===== config.mk =====
export PLATFORM = sky130hd
export DESIGN_NAME = fourier_frame_ctrl_flat
export DESIGN_NICKNAME = d
export VERILOG_FILES = /design/src/rtl/fourier_pkg.sv /design/src/rtl/fourier_frame_ctrl_if.sv /design/src/rtl/fourier_out_reg.sv /design/src/rtl/fourier_frame_ctrl.sv /design/src/flat_wrapper.sv
export SDC_FILE = /design/constraint.sdc
export NUM_CORES = 1
export LEC_CHECK = 0
export CORE_AREA = 2 2 111 113
export CTS_BUF_LIST = sky130_fd_sc_hd__clkbuf_4 sky130_fd_sc_hd__clkbuf_8 sky130_fd_sc_hd__clkbuf_16
export DETAILED_ROUTE_END_ITERATION = 10
export DIE_AREA = 0 0 113 115
export PLACE_DENSITY = 0.76
export SLEW_MARGIN = 0
export SYNTH_ARGS = -nofsm -noshare
export SYNTH_HDL_FRONTEND = slang
export SYNTH_SLANG_ARGS = --single-unit

===== constraint.sdc =====
create_clock -name clk -period 1.59 [get_ports clk]
set_input_delay 0.477 -clock clk [delete_from_list [all_inputs] [get_ports clk]]
set_output_delay 0.477 -clock clk [all_outputs]
set_load 0.02 [all_outputs]

===== src/rtl/fourier_pkg.sv =====
// Shared types for the fourier core and its frame sequencer.
package fourier_pkg;

   typedef enum logic [1:0] {
      OP_IDLE = 2'b00,
      OP_LOAD = 2'b01,
      OP_PROC = 2'b10,
      OP_READ = 2'b11
   } fourier_op_t;

   typedef enum logic [2:0] {
      ST_IDLE  = 3'd0,
      ST_LOAD  = 3'd1,
      ST_PROC  = 3'd2,
      ST_DRAIN = 3'd3,
      ST_FLUSH = 3'd4
   } frame_state_t;

   localparam int FOURIER_N_DEFAULT = 10;
   localparam int FOURIER_W_DEFAULT = 32;

   // One spare bit so the sample/bin index can hold N itself.
   function automatic int k_width(input int n);
      return $clog2(n) + 1;
   endfunction

endpackage


===== src/rtl/fourier_frame_ctrl_if.sv =====
// Sample stream, core-side and result stream signals of the frame sequencer.
interface fourier_frame_ctrl_if #(
   parameter int W = 32
) ();

   logic                      s_valid;
   logic                      s_ready;
   logic [W-1:0]              s_data;

   fourier_pkg::fourier_op_t  f_operation;
   logic [31:0]               f_addr;
   logic [W-1:0]              f_x;
   logic [W-1:0]              f_y_re;
   logic [W-1:0]              f_y_im;
   logic                      f_done;

   logic                      m_valid;
   logic                      m_ready;
   logic [W-1:0]              m_re;
   logic [W-1:0]              m_im;
   logic [7:0]                m_index;
   logic                      m_last;

   modport master (
      input  s_valid, s_data, f_y_re, f_y_im, f_done, m_ready,
      output s_ready, f_operation, f_addr, f_x,
             m_valid, m_re, m_im, m_index, m_last
   );

   modport slave (
      output s_valid, s_data, f_y_re, f_y_im, f_done, m_ready,
      input  s_ready, f_operation, f_addr, f_x,
             m_valid, m_re, m_im, m_index, m_last
   );

endinterface


===== src/rtl/fourier_out_reg.sv =====
// Registered result slot with valid/ready hold: contents only change on a load.
module fourier_out_reg #(
   parameter int W = 32
) (
   input  logic         clk,
   input  logic         reset_n,
   input  logic         load,
   input  logic [W-1:0] d_re,
   input  logic [W-1:0] d_im,
   input  logic [7:0]   d_index,
   input  logic         d_last,
   input  logic         m_ready,
   output logic         can_load,
   output logic         m_valid,
   output logic [W-1:0] m_re,
   output logic [W-1:0] m_im,
   output logic [7:0]   m_index,
   output logic         m_last
);

   assign can_load = !m_valid || m_ready;

   always_ff @(posedge clk or negedge reset_n) begin
      if (!reset_n) begin
         m_valid <= 1'b0;
         m_re    <= '0;
         m_im    <= '0;
         m_index <= '0;
         m_last  <= 1'b0;
      end else if (load && can_load) begin
         m_valid <= 1'b1;
         m_re    <= d_re;
         m_im    <= d_im;
         m_index <= d_index;
         m_last  <= d_last;
      end else if (m_ready) begin
         m_valid <= 1'b0;
      end
   end

endmodule


===== src/rtl/fourier_frame_ctrl.sv =====
// Frame sequencer around the fourier core: load N samples, process, stream N bins.
// Optional PROC watchdog is built when FOURIER_FRAME_CTRL_TIMEOUT_EN is defined.
//
// state | meaning
// IDLE  | waiting for first s_valid of a frame
// LOAD  | writing samples into the core, one per handshake
// PROC  | core processing, waiting for f_done
// DRAIN | reading bins from the core into the output register
// FLUSH | last bin captured, waiting for its handshake
module fourier_frame_ctrl
   import fourier_pkg::*;
#(
   parameter int N              = FOURIER_N_DEFAULT,
   parameter int W              = FOURIER_W_DEFAULT,
   parameter int TIMEOUT_CYCLES = 1024
) (
   input  logic                 clk,
   input  logic                 reset_n,
   fourier_frame_ctrl_if.master bus,
   output logic                 busy,
   output logic                 err
);

   localparam int            KW     = k_width(N);
   localparam logic [KW-1:0] K_LAST = KW'(N - 1);

   if (N < 2 || N > 256 || TIMEOUT_CYCLES < 1) begin : g_bad_param
      $error("fourier_frame_ctrl: parameter out of range");
   end

   frame_state_t  state, state_nxt;
   logic [KW-1:0] k, k_nxt;
   logic          cap;
   logic          can_load;
   logic          out_hs;
   logic          timeout_hit;

   assign out_hs = bus.m_valid && bus.m_ready;
   assign busy   = (state != ST_IDLE);

   always_ff @(posedge clk or negedge reset_n) begin
      if (!reset_n) begin
         state <= ST_IDLE;
         k     <= '0;
      end else begin
         state <= state_nxt;
         k     <= k_nxt;
      end
   end

   always_comb begin
      state_nxt       = state;
      k_nxt           = k;
      cap             = 1'b0;
      bus.s_ready     = 1'b0;
      bus.f_operation = OP_IDLE;
      bus.f_addr      = '0;
      bus.f_x         = '0;
      case (state)
         ST_IDLE: begin
            k_nxt = '0;
            if (bus.s_valid) state_nxt = ST_LOAD;
         end
         ST_LOAD: begin
            bus.s_ready = 1'b1;
            bus.f_x     = bus.s_data;
            bus.f_addr  = 32'(k);
            // Only handshake cycles write, so upstream stalls leave the core untouched.
            if (bus.s_valid) begin
               bus.f_operation = OP_LOAD;
               if (k == K_LAST) begin
                  k_nxt     = '0;
                  state_nxt = ST_PROC;
               end else begin
                  k_nxt = k + KW'(1);
               end
            end
         end
         ST_PROC: begin
            bus.f_operation = OP_PROC;
            if (bus.f_done) begin
               k_nxt     = '0;
               state_nxt = ST_DRAIN;
            end else if (timeout_hit) begin
               state_nxt = ST_IDLE;
            end
         end
         ST_DRAIN: begin
            bus.f_operation = OP_READ;
            bus.f_addr      = 32'(k);
            cap             = can_load;
            if (cap) begin
               if (k == K_LAST) begin
                  k_nxt     = '0;
                  state_nxt = ST_FLUSH;
               end else begin
                  k_nxt = k + KW'(1);
               end
            end
         end
         ST_FLUSH: begin
            if (out_hs) state_nxt = ST_IDLE;
         end
         default: begin
            state_nxt = ST_IDLE;
            k_nxt     = '0;
         end
      endcase
   end

   fourier_out_reg #(.W(W)) u_out_reg (
      .clk      (clk),
      .reset_n  (reset_n),
      .load     (cap),
      .d_re     (bus.f_y_re),
      .d_im     (bus.f_y_im),
      .d_index  (8'(k)),
      .d_last   (k == K_LAST),
      .m_ready  (bus.m_ready),
      .can_load (can_load),
      .m_valid  (bus.m_valid),
      .m_re     (bus.m_re),
      .m_im     (bus.m_im),
      .m_index  (bus.m_index),
      .m_last   (bus.m_last)
   );

`ifdef FOURIER_FRAME_CTRL_TIMEOUT_EN
   localparam int TW = $clog2(TIMEOUT_CYCLES + 1);

   logic [TW-1:0] to_cnt;

   // Reloaded outside PROC so it starts fresh on every PROC entry; terminal count is 0.
   assign timeout_hit = (state == ST_PROC) && !bus.f_done && (to_cnt == '0);

   always_ff @(posedge clk or negedge reset_n) begin
      if (!reset_n) begin
         to_cnt <= '0;
         err    <= 1'b0;
      end else begin
         err <= timeout_hit;
         if (state != ST_PROC) to_cnt <= TW'(TIMEOUT_CYCLES - 1);
         else if (to_cnt != '0) to_cnt <= to_cnt - TW'(1);
      end
   end
`else
   assign timeout_hit = 1'b0;
   assign err         = 1'b0;
`endif

endmodule

===== src/flat_wrapper.sv =====
// flat-port wrapper written by rule: the top's interface ports become plain ports
module fourier_frame_ctrl_flat import fourier_pkg::*;
#(
   parameter int N              = FOURIER_N_DEFAULT,
   parameter int W              = FOURIER_W_DEFAULT,
   parameter int TIMEOUT_CYCLES = 1024
)
  (clk, reset_n, busy, err, bus_s_valid, bus_s_data, bus_f_y_re, bus_f_y_im, bus_f_done, bus_m_ready, bus_s_ready, bus_f_operation, bus_f_addr, bus_f_x, bus_m_valid, bus_m_re, bus_m_im, bus_m_index, bus_m_last);
  fourier_frame_ctrl_if #(.W(W)) bus_i ();
  input  logic clk;
  input  logic reset_n;
  output logic busy;
  output logic err;
  input wire logic [$bits(bus_i.s_valid)-1:0] bus_s_valid;
  input wire logic [$bits(bus_i.s_data)-1:0] bus_s_data;
  input wire logic [$bits(bus_i.f_y_re)-1:0] bus_f_y_re;
  input wire logic [$bits(bus_i.f_y_im)-1:0] bus_f_y_im;
  input wire logic [$bits(bus_i.f_done)-1:0] bus_f_done;
  input wire logic [$bits(bus_i.m_ready)-1:0] bus_m_ready;
  output wire logic [$bits(bus_i.s_ready)-1:0] bus_s_ready;
  output wire logic [$bits(bus_i.f_operation)-1:0] bus_f_operation;
  output wire logic [$bits(bus_i.f_addr)-1:0] bus_f_addr;
  output wire logic [$bits(bus_i.f_x)-1:0] bus_f_x;
  output wire logic [$bits(bus_i.m_valid)-1:0] bus_m_valid;
  output wire logic [$bits(bus_i.m_re)-1:0] bus_m_re;
  output wire logic [$bits(bus_i.m_im)-1:0] bus_m_im;
  output wire logic [$bits(bus_i.m_index)-1:0] bus_m_index;
  output wire logic [$bits(bus_i.m_last)-1:0] bus_m_last;
  assign bus_i.s_valid = bus_s_valid;
  assign bus_i.s_data = bus_s_data;
  assign bus_i.f_y_re = bus_f_y_re;
  assign bus_i.f_y_im = bus_f_y_im;
  assign bus_i.f_done = bus_f_done;
  assign bus_i.m_ready = bus_m_ready;
  assign bus_s_ready = bus_i.s_ready;
  assign bus_f_operation = bus_i.f_operation;
  assign bus_f_addr = bus_i.f_addr;
  assign bus_f_x = bus_i.f_x;
  assign bus_m_valid = bus_i.m_valid;
  assign bus_m_re = bus_i.m_re;
  assign bus_m_im = bus_i.m_im;
  assign bus_m_index = bus_i.m_index;
  assign bus_m_last = bus_i.m_last;
  fourier_frame_ctrl #(.N(N), .W(W), .TIMEOUT_CYCLES(TIMEOUT_CYCLES)) u_core (.clk(clk), .reset_n(reset_n), .bus(bus_i), .busy(busy), .err(err));
endmodule

==> summary.txt, run 1 <==
Status
  • Status: finished, violations left
  • Failing checks: design-rule violations, negative setup slack

Synthesis
  • Synth Cell Area: 3890 µm²
  • Mapped Cells: 280
  • Yosys reg bits: 79
  • Post-synthesis compound-gate area fraction: 3.41%
  • Post-Synth Simple-Gate Area: 10.2%
  • Most used DFF post-synth: dfrtp_1
  • Combinational family with the most area after synthesis: multiplexers
  • Ys Warns: 0
  • Adder-cell share of the synthesized area: 0.642%
  • Post-synth EDFFs: 0
  • Post-Syn Area per Cell: 13.9 µm²
  • Xor and xnor area share after synthesis: 0%
  • Register area share after synthesis: 50.8%
  • Mux cell area share after synthesis: around 25%
  • Count of cell types in the netlist: 40
  • Post-synth ARST share: 100%

GRT
  • First-pass GRT wire length: 17.6 mm
  • Grt total ovfl: 0
  • Initial antenna violation count: 0
  • Largest net degree at the start of global routing: 80
  • Tot GR Track Use: between 15 and 20%
  • Number of global-route vias before repair: 3393

STA
  • Final hold vios: 0
  • Slew Limit Fails: 0
  • RSZ-0062 raised after global routing: true
  • Setup ws final: -344 ps
  • Final setup viols: 112
  • Tcrit/Tclk final: 122%
  • Max Clk Rate: 0.517 GHz
  • Clock skew: 4.76 ps
  • Period minus WS final: ~1900 ps
  • Worst hold slack: 167 ps

Critical path
  • Worst R2R Setup Slack: -230 ps
  • CP endpoint kind: primary output
  • Cell family with most CP delay: simple AND/OR/NAND/NOR gates
  • WS Path Type: reg2out
  • R2r startpoint: u_core.state[2]$_DFFE_PN0P_
  • Critical-path cell list: buf_4, or3_1, buf_2
  • CP startpoint kind: flop
  • Reg-to-reg endpoint: u_core.u_out_reg.m_im[3]$_DFFE_PN0P_
  • Crit path from: u_core.state[2]$_DFFE_PN0P_
  • Max FO, Critical Path: 8
  • CP Capture Point: busy
  • Worst Path Buf+Inv: 2
  • Worst path slowest cell: or3_1
  • R2R depth: 9
  • Worst path required time: 1110 ps
  • Stages on worst setup path: 3
  • Max incr delay on CP: 390 ps
  • CP arrival: about 1500 ps

Clock tree
  • Clk sinks: between 70 and 80
  • Clock latency on the worst-skew pair: ~330 ps
  • CTS tree: built
  • H-tree level count: 3
  • CTS Buf Count: 9
  • Post-CTS Hold Buffers: 0
  • Root Buffer: clkbuf_16
  • Longest Clk Path Bufs: 2
  • Clock transition at path regs: 60 ps

Detailed routing
  • Vias per std cell: 4.44
  • Drt first pass iters: 7
  • Drt total wl: 11.4 mm
  • Per-cell routed wire length: 16.4 µm
  • Drt drc: 20
  • Routed Antenna Nets: 0
  • Initial drt markers: 98
  • Via count: 3081

Placed design
  • Routability cong.: roughly 0.76
  • Post-place instance area: 6270 µm²
  • DP HPWL: 7.63 mm
  • Number of port buffers: 212

Die
  • Die W: 113 µm
  • Num ports: 244
  • Initial Utilization: 33.0%
  • Core area: 11800 µm²
  • Num rows: 40
  • Chip height: 115 µm
  • Die ar.: roughly 13000 µm²

Layout
  • N_diodes: 0
  • Area of the multi-input gates: 1920 µm²
  • Layout cell share with drive strength beyond 1: 43.1%
  • Register area: 1980 µm²
  • FILL cells: 945
  • Area delta synth->final: 83.8%
  • Nets: 645
  • Post-route design area: 7160 µm²

Power
  • PD cells: ~2300 nW/µm²
  • VDD IR-drop max: 1040 µV
  • Leakage power: 3.41 nW

Worst hold path
  • Hold crit path type: in2async

Run
  • Number of max-cap violations: 0
-- synthesized netlist by cell type, drive strengths merged (2+ instances only) --
cell     instances  area share (%)
a211oi           2            0.39
a22o             2            0.45
and2            36             5.8
buf             42             9.3
clkbuf           2            0.19
dfrtp           79              51
ha               2            0.64
mux2            70              25
nand2            3            0.35
nand2b           3            0.48
nand3            3            0.39
nor2             8             1.3
nor2b            4            0.84
nor3             2            0.26
o21ai            6            0.77
o2bb2ai          2            0.45
-- how the worst min path moves through the flow --
stage / startpoint / endpoint / slack, ps / depth (start not counted)
after floorplan: reset_n / u_core.k[0]$_DFFE_PN0P_ / 180 / 0
after global placement: u_core.u_out_reg.m_re[31]$_DFFE_PN0P_ / u_core.u_out_reg.m_re[31]$_DFFE_PN0P_ / 470 / 1
after detailed placement: u_core.u_out_reg.m_im[19]$_DFFE_PN0P_ / u_core.u_out_reg.m_im[19]$_DFFE_PN0P_ / 480 / 1
after CTS: reset_n / u_core.u_out_reg.m_re[0]$_DFFE_PN0P_ / 180 / 2
after global routing: reset_n / u_core.u_out_reg.m_re[6]$_DFFE_PN0P_ / 190 / 2
final: reset_n / u_core.u_out_reg.m_re[6]$_DFFE_PN0P_ / 170 / 2
-- per-stage QoR --
| stage | cells | utilization (%) | total power [mW] | TNS, ps | setup WS (ps) |
|---|---|---|---|---|---|
| 2_1_floorplan | 310 | - | 9.19 | -864 | -33.6 |
| 6_report | 694 | 60.6 | 16.5 | -24530 | -344 |
| 3_3_place_gp | 649 | 53.1 | 12.8 | -59040 | -679 |
| 5_1_grt | 694 | 60.6 | 17.4 | -32280 | -418 |
| 4_1_cts | 692 | 59.9 | 16.6 | -26920 | -379 |
| 3_5_place_dp | 649 | 53.1 | 12.9 | -58960 | -680 |
-- flip-flops by register name (all words and copies together), names as in the netlist --
name                      count
u_core.state                  3
u_core.u_out_reg.m_last       1
u_core.u_out_reg.m_re        32
u_core.u_out_reg.m_index      5
u_core.k                      5
u_core.u_out_reg.m_im        32
u_core.u_out_reg.m_valid      1
-- what timing repair did --
item,CTS,global route
buffers inserted,18,6
gates resized for setup,365,37
cloned,9,1
setup endpoints to repair,187,118
pin swaps,7,8
-- kinds of logic (layout without fill, tap and decap cells) --
group	after synthesis	in the layout
buffers and inverters	45	282
muxes	71	71
and+or+nand+nor	63	63
DFF	79	79
adders and majority gates	2	2
other	1	31
AOI/OAI and AO/OA	19	19
-- where the power goes --
group,switching [mW],internal (mW)
sequential,0.589,3.05
combinational,4.70,6.09
clock,0.814,1.30
total,6.10,10.4
-- routing by layer --
layer  vias to the layer above  share of wire (%)  wire (µm)  GRT usage [%]
met4                         0                1.4        157           5.28
met5                         -                  0          0              0
li1                       1418                  -          -              -
met2                       154                 54       6140           32.7
met1                      1498                 36       4090           18.6
met3                        11                8.8       1010           5.80
-- cell usage in the layout, fill, tap and decap left out, types with 2 or more instances in the layout --
master,synthesis,routed
buf_4,33,22
o21ai_0,5,2
nor3_1,2,2
a211oi_1,2,2
buf_6,3,57
nor2b_4,1,2
conb_1,1,31
a22o_1,2,2
dfrtp_1,79,77
clkdlybuf4s50_1,0,97
nand2b_1,3,2
clkbuf_16,0,9
clkinv_2,0,2
clkbuf_8,0,2
dlygate4sd2_1,0,72
nand3_1,3,3
nor2b_1,3,2
ha_1,2,2
o21ai_1,1,2
nor2_1,6,2
o2bb2ai_1,2,2
dfrtp_2,0,2
and2_4,0,36
mux2_4,50,70
nor2_4,0,5
buf_16,0,7
buf_2,1,2
nand2_1,2,2
buf_12,0,7
-- final cells by class --
type	count	area share, %
Clock buffer	11	3.53
Clock inverter	5	0.786
Inverter	1	0.0524
Multi-Input combinational cell	186	26.8
Sequential cell	79	27.6
Tap cell	147	2.57
Timing Repair Buffer	265	38.6
Power figures use the tool's default switching activity.
==> run 2: changes to the inputs <==
- ABC_AREA: default -> 1
- PLACE_DENSITY: 0.76 -> 0.75
==> summary.txt, run 2 <==
Status
  • Status: finished, violations left
  • Failing checks: design-rule violations, negative setup slack

Synthesis
  • Most numerous cell in the Yosys netlist: nand2_1
  • Count of cell types in the netlist: 21 (-48%)
  • Synth Cell Area: 3790 µm² (-2.6%)
  • Post-Syn Area per Cell: 7.70 µm² (-45%)
  • Register area share after synthesis: 52.1% (+1.3 points)
  • Share of the synthesized area in the top cell type: 52.1% (+1.3 points)
  • Post-synth ARST share: 100% (unchanged)
  • Largest area contributor in the netlist: dfrtp_1
  • Post-synth EDFFs: 0 (unchanged)
  • Largest cells by area after synthesis: dfrtp_1 52%, nand2_1 23%, buf_4 6.1%, nor2_1 4.9%, inv_1 4.5%
  • Most used DFF post-synth: dfrtp_1
  • Yosys reg bits: 79 (unchanged)
  • Synth top cells by count: 234 x nand2_1, 79 x dfrtp_1, 50 x nor2_1, 45 x inv_1, 31 x buf_4
  • Mapped Cells: 493 (+76%)
  • Ys Warns: 0 (unchanged)

Clock tree
  • H-tree level count: 3 (unchanged)
  • Clock transition at path regs: 60 ps (about the same)
  • Longest Clk Path Bufs: 2 (unchanged)
  • Root Buffer: clkbuf_16
  • Clock latency on the worst-skew pair: 330 ps (about the same)
  • CTS Buf Count: 9 (unchanged)
  • CTS tree: built
  • Post-CTS Hold Buffers: 0 (unchanged)
  • Clk sinks: 79 (unchanged)

GRT
  • Tot GR Track Use: 17.5% (+0.087 points)
  • Largest net degree at the start of global routing: 51 (-36%)
  • Number of global-route vias before repair: 3713 (+9.4%)
  • Grt total ovfl: 0 (unchanged)
  • First-pass GRT wire length: 18.2 mm (+3.0%)
  • Initial antenna violation count: 0 (unchanged)

Layout
  • Area delta synth->final: 68.5%
  • Register area: 1980 µm² (-0.13%)
  • Layout cell share with drive strength beyond 1: 15.1% (-28 points)
  • Area of the multi-input gates: 1430 µm² (-26%)
  • Most frequent cells in the layout: 233 x nand2_1, 98 x clkdlybuf4s50_1, 79 x dfrtp_1, 71 x dlygate4sd2_1, 59 x buf_4
  • Nets: 831 (+29%)
  • Top flop regs: u_core.u_out_reg.m_im: 32 flops, u_core.u_out_reg.m_re: 32 flops
  • N_diodes: 0 (unchanged)
  • Most common cell after layout, fill and taps aside: nand2_1
  • FILL cells: 1116 (+18%)
  • Post-layout util: 54.1% (-6.5 points)
  • Post-route design area: 6390 µm² (-11%)

Critical path
  • CP endpoint kind: primary output
  • WS Path Type: reg2out
  • Reg-to-reg endpoint: u_core.state[0]$_DFFE_PN0P_
  • R2r startpoint: u_core.state[2]$_DFFE_PN0P_
  • CP arrival: 1390 ps (-70 ps)
  • R2R depth: 10 (+1)
  • CP startpoint kind: flop
  • Max FO, Critical Path: 33 (+25)
  • Worst path required time: 1110 ps (about the same)
  • Worst R2R Setup Slack: 70 ps (+300 ps)

Detailed routing
  • Via count: 3798 (+23%)
  • Vias per std cell: 4.32 (-2.8%)
  • Per-cell routed wire length: 13.1 µm (-20%)
  • Initial drt markers: 211 (+120%)
  • Drt total wl: 11.6 mm (+1.5%)
  • Drt drc: 6 (-70%)
  • Routed Antenna Nets: 0 (unchanged)
  • Drt first pass iters: 7 (unchanged)

STA
  • Final setup viols: 41 (-63%)
  • Clock skew: 4.33 ps (-0.429 ps)
  • Max Clk Rate: 0.535 GHz (+3.5%)
  • Final hold vios: 0 (unchanged)
  • Period minus WS final: 1870 ps (-64.8 ps)
  • Setup ws final: -279 ps (+64.8 ps)
  • Slew Limit Fails: 0 (unchanged)
  • Final setup TNS: -8710 ps (+15820 ps)
  • Tcrit/Tclk final: 118% (-4.1 points)
  • RSZ-0062 raised after global routing: true

Die
  • Initial Utilization: 32.1% (-0.85 points)
  • Core area: 11800 µm² (unchanged)
  • Die W: 113 µm (unchanged)
  • Chip height: 115 µm (unchanged)
  • Die ar.: 13000 µm² (unchanged)
  • Num ports: 244 (unchanged)
  • Num rows: 40 (unchanged)

Placed design
  • Number of port buffers: 212 (unchanged)
  • Post-place instance area: 6140 µm² (-2.1%)
  • Pre-CTS setup slack: -659 ps (+21.9 ps)
  • DP HPWL: 8.68 mm (+14%)
  • Routability cong.: 0.831 (+9.5%)

Power
  • VDD IR-drop max: 872 µV (-17%)
  • PD cells: 1830 nW/µm² (-21%)
  • PnR Total Power: 11.7 mW (-29%)
  • Leakage power: 3.60 nW (+5.6%)

Worst hold path
  • Hold crit path type: in2async

Run
  • Number of max-cap violations: 0 (unchanged)
==> run 2: cell types whose count changed in the layout (fill, tap and decap cells not counted), moves of 3 or more <==
cell     before  now
nand3_1       3    8
buf_16        7    0
mux2_4       70    0
nor2_2        0    8
nor2_1        2   42
buf_6        57    7
and2_4       36    0
o21ai_0       2    5
inv_1         0   45
nand2_2       0    3
buf_4        22   59
nand2_1       2  233
==> run 2: cell type report <==
class / count / share of cell area [%]
Tap cell: 147 / 2.88
Sequential cell: 79 / 30.9
Clock inverter: 5 / 1.25
Inverter: 48 / 2.82
Multi-Input combinational cell: 346 / 22.3
Clock buffer: 11 / 3.95
Timing Repair Buffer: 244 / 35.9
==> run 2: cells by family after synthesis <==
kind of cell,count (synthesis),synth area share (%)
and+or+nand+nor,302,31.1
buffers and inverters,98,14.4
DFF,79,52.1
AOI/OAI and AO/OA,9,1.19
xor gates and xnor gates,2,0.462
adders and majority gates,2,0.659
other,1,0.0988
==> run 2: worst max-delay path: stages, from the launching register on <==
cell,delay [ps]
dfrtp_1,390
inv_2,90
nand3_2,80
buf_12,170
nor2_2,150
buf_4,170
==> run 2: worst max path at each step <==
stage / slack [ps] / startpoint / depth (start not counted) / to
3_5_place_dp: -660 / bus_s_data[10] / 4 / bus_f_x[10]
3_3_place_gp: -690 / bus_s_data[10] / 4 / bus_f_x[10]
5_1_grt: -330 / u_core.state[1]$_DFFE_PN0P_ / 5 / bus_f_x[10]
6_report: -280 / u_core.state[2]$_DFFE_PN0P_ / 5 / bus_f_x[10]
4_1_cts: -290 / u_core.state[2]$_DFFE_PN0P_ / 6 / bus_s_ready
2_1_floorplan: -20 / u_core.state[1]$_DFFE_PN0P_ / 4 / bus_f_x[22]
==> run 2: power breakdown <==
part / total [mW] / leakage, nW / internal (mW) / switching, mW
Sequential: 3.29 / 1.01 / 2.85 / 0.436
Clock: 2.26 / 0.158 / 1.46 / 0.804
Combinational: 6.13 / 2.43 / 2.43 / 3.70
Total: 11.7 / 3.60 / 6.74 / 4.94
==> run 2: per-stage QoR <==
step                hold slack (ps)  instances
detailed placement              367        861
global route                   21.7        880
global placement                365        861
floorplan                       181        523
CTS                            8.57        877
finish                         18.3        880
==> run 2: what timing repair did <==
item | 4_1_cts | 5_1_grt
pin swaps | 2 | 2
gates resized for setup | 285 | 16
endpoints found under the setup margin | 112 | 62
gates cloned | 0 | 1
setup buffers | 0 | 2
==> run 2: layer usage <==
metal / wire, µm / GRT usage (%)
met1: 4580 / 20.9
met2: 5990 / 30.1
met3: 846 / 5.06
met4: 156 / 6.50
met5: 0 / 0
==> run 3: changes to the inputs <==
- CORE_AREA: 2 2 111 113 -> 2 2 116 118
- DIE_AREA: 0 0 113 115 -> 0 0 118 120
- PLACE_DENSITY: 0.75 -> 0.7
==> summary.txt, run 3 (synthesized netlist as in run 2, its figures left out) <==
Status
  • Status: finished, violations left
  • Failing checks: negative setup slack

Die
  • Num rows: 42 (+5.0%)
  • Num ports: 244 (unchanged)
  • Chip height: 120 µm (+4.3%)
  • Initial Utilization: 29.2% (-2.9 points)
  • Die W: 118 µm (+4.4%)
  • Core area: 13000 µm² (+9.9%)
  • Die ar.: 14200 µm² (+9.0%)

Run
  • Number of max-cap violations: 0 (unchanged)

Power
  • PD cells: 1770 nW/µm² (-3.0%)
  • Sequential share of power: 28.5% (+0.4 points)
  • Clk network pwr share: 18.2% (-1.2 points)
  • VDD IR-drop max: 825 µV (-5.4%)
  • Internal power: 6.61 mW (-1.9%)
  • Part of the power in combinational logic: 53.3% (+0.8 points)
  • Leakage power: 3.61 nW (+0.26%)
  • PnR Total Power: 11.5 mW (-2.0%)
  • Sw power: 4.84 mW (-2.0%)
  • Sw Share: 42.3% (about the same)

Clock tree
  • Post-CTS Hold Buffers: 0 (unchanged)
  • Clk sinks: 79 (unchanged)
  • Clock latency on the worst-skew pair: 330 ps (about the same)
  • Clock transition at path regs: 60 ps (about the same)
  • Root Buffer: clkbuf_16
  • Longest Clk Path Bufs: 2 (unchanged)
  • CTS Buf Count: 9 (unchanged)
  • H-tree level count: 3 (unchanged)
  • CTS tree: built

Worst hold path
  • Hold crit path type: in2async

Critical path
  • Stages on worst setup path: 5 (unchanged)
  • Worst R2R Setup Slack: 120 ps (+50 ps)
  • CP arrival: 1330 ps (-60 ps)
  • Cell family with most CP delay: buffers and inverters
  • R2R depth: 11 (+1)
  • Critical-path cell list: inv_2, nand3_4, buf_12, nor2_1, buf_4
  • WS Path Type: reg2out
  • Worst Path Buf+Inv: 3 (unchanged)
  • Worst path slowest cell: dfrtp_1
  • CP endpoint kind: primary output
  • R2r startpoint: u_core.state[1]$_DFFE_PN0P_
  • Max FO, Critical Path: 26 (-21%)
  • CP startpoint kind: flop
  • Max incr delay on CP: 390 ps (about the same)
  • Crit path from: u_core.state[2]$_DFFE_PN0P_
  • Worst path required time: 1110 ps (about the same)

GRT
  • First-pass GRT wire length: 17.3 mm (-4.8%)
  • Initial antenna violation count: 0 (unchanged)
  • Largest net degree at the start of global routing: 58 (+14%)
  • Number of global-route vias before repair: 3432 (-7.6%)
  • Tot GR Track Use: 15.0% (-2.5 points)
  • Grt total ovfl: 0 (unchanged)

Layout
  • FILL cells: 1293 (+16%)
  • Post-layout util: 49.8% (-4.3 points)
  • Layout cell share with drive strength beyond 1: 16.6% (+1.4 points)
  • Non-Filler Instances: 913 (+3.8%)
  • N_diodes: 0 (unchanged)
  • Most common cell after layout, fill and taps aside: nand2_1
  • Area delta synth->final: 70.3%
  • Post-route design area: 6460 µm² (+1.1%)
  • Most frequent cells in the layout: 234 x nand2_1, 98 x clkdlybuf4s50_1, 78 x dfrtp_1, 72 x dlygate4sd2_1, 57 x buf_4
  • Top flop regs: u_core.u_out_reg.m_im: 32 flops, u_core.u_out_reg.m_re: 32 flops
  • Nets: 835 (+0.48%)

Detailed routing
  • Drt total wl: 10.8 mm (-6.2%)
  • Routed Antenna Nets: 0 (unchanged)
  • Vias per std cell: 3.98 (-7.9%)
  • Drt drc: 0 (-6)
  • Per-cell routed wire length: 11.9 µm (-9.6%)
  • Initial drt markers: 142 (-33%)
  • Drt first pass iters: 5 (-2)
  • Via count: 3630 (-4.4%)

STA
  • Final setup viols: 41 (unchanged)
  • Max Clk Rate: 0.552 GHz (+3.3%)
  • Clock skew: 8.05 ps (+3.71 ps)
  • RSZ-0062 raised after global routing: true
  • Final setup TNS: -6540 ps (+2170 ps)
  • Worst hold slack: 36.6 ps (+18.3 ps)
  • Final hold vios: 0 (unchanged)
  • Period minus WS final: 1810 ps (-59.1 ps)
  • Slew Limit Fails: 0 (unchanged)
  • Setup ws final: -220 ps (+59.1 ps)
  • Tcrit/Tclk final: 114% (-3.7 points)

Placed design
  • Pre-CTS setup slack: -701 ps (-42.9 ps)
  • # placed instances: 894 (+3.8%)
  • Routability cong.: 0.818 (-1.5%)
  • Post-place instance area: 6190 µm² (+0.88%)
  • Number of port buffers: 212 (unchanged)
  • DP HPWL: 7.84 mm (-9.6%)
==> run 3: worst paths after layout <==
check                                                   endpoint
max in group asynchronous  u_core.u_out_reg.m_re[30]$_DFFE_PN0P_
min                        u_core.u_out_reg.m_re[13]$_DFFE_PN0P_
min in group clk           u_core.u_out_reg.m_im[16]$_DFFE_PN0P_
max reg2reg                          u_core.state[0]$_DFFE_PN0P_
min reg2reg                u_core.u_out_reg.m_im[16]$_DFFE_PN0P_
max                                                   bus_f_x[6]
==> run 3: repair_timing <==
item | 4_1_cts | 5_1_grt
gates resized for setup | 299 | 13
pin swaps | 0 | 1
cloned | 0 | 1
setup buffers | 0 | 2
setup endpoints to repair | 112 | 52
==> run 3: area by class of cell <==
class / count / area, µm² / share of cell area (%)
clock inverter: 5 / 56.3 / 0.871
inverter: 48 / 180 / 2.79
sequential: 79 / 1980 / 30.6
multi-input combinational: 346 / 1450 / 22.4
tap: 176 / 220 / 3.41
timing repair buffer: 248 / 2340 / 36.1
clock buffer: 11 / 246 / 3.81
==> run 3: power groups by stage <==
stage	Combinational [mW]	Sequential (mW)	Clock, mW
detailed placement	6.50	3.30	0
global placement	6.44	3.30	0
floorplan	2.42	4.27	0
CTS	6.00	3.27	2.14
global route	6.67	3.37	2.24
finish	6.10	3.27	2.09
==> run 3: metal layers <==
layer,GRT usage [%],wire (µm),vias to the layer above
met5,0,0,-
met4,3.99,108,0
met3,4.61,726,10
met2,23.5,5110,116
met1,20.1,4900,1643
li1,-,-,1861
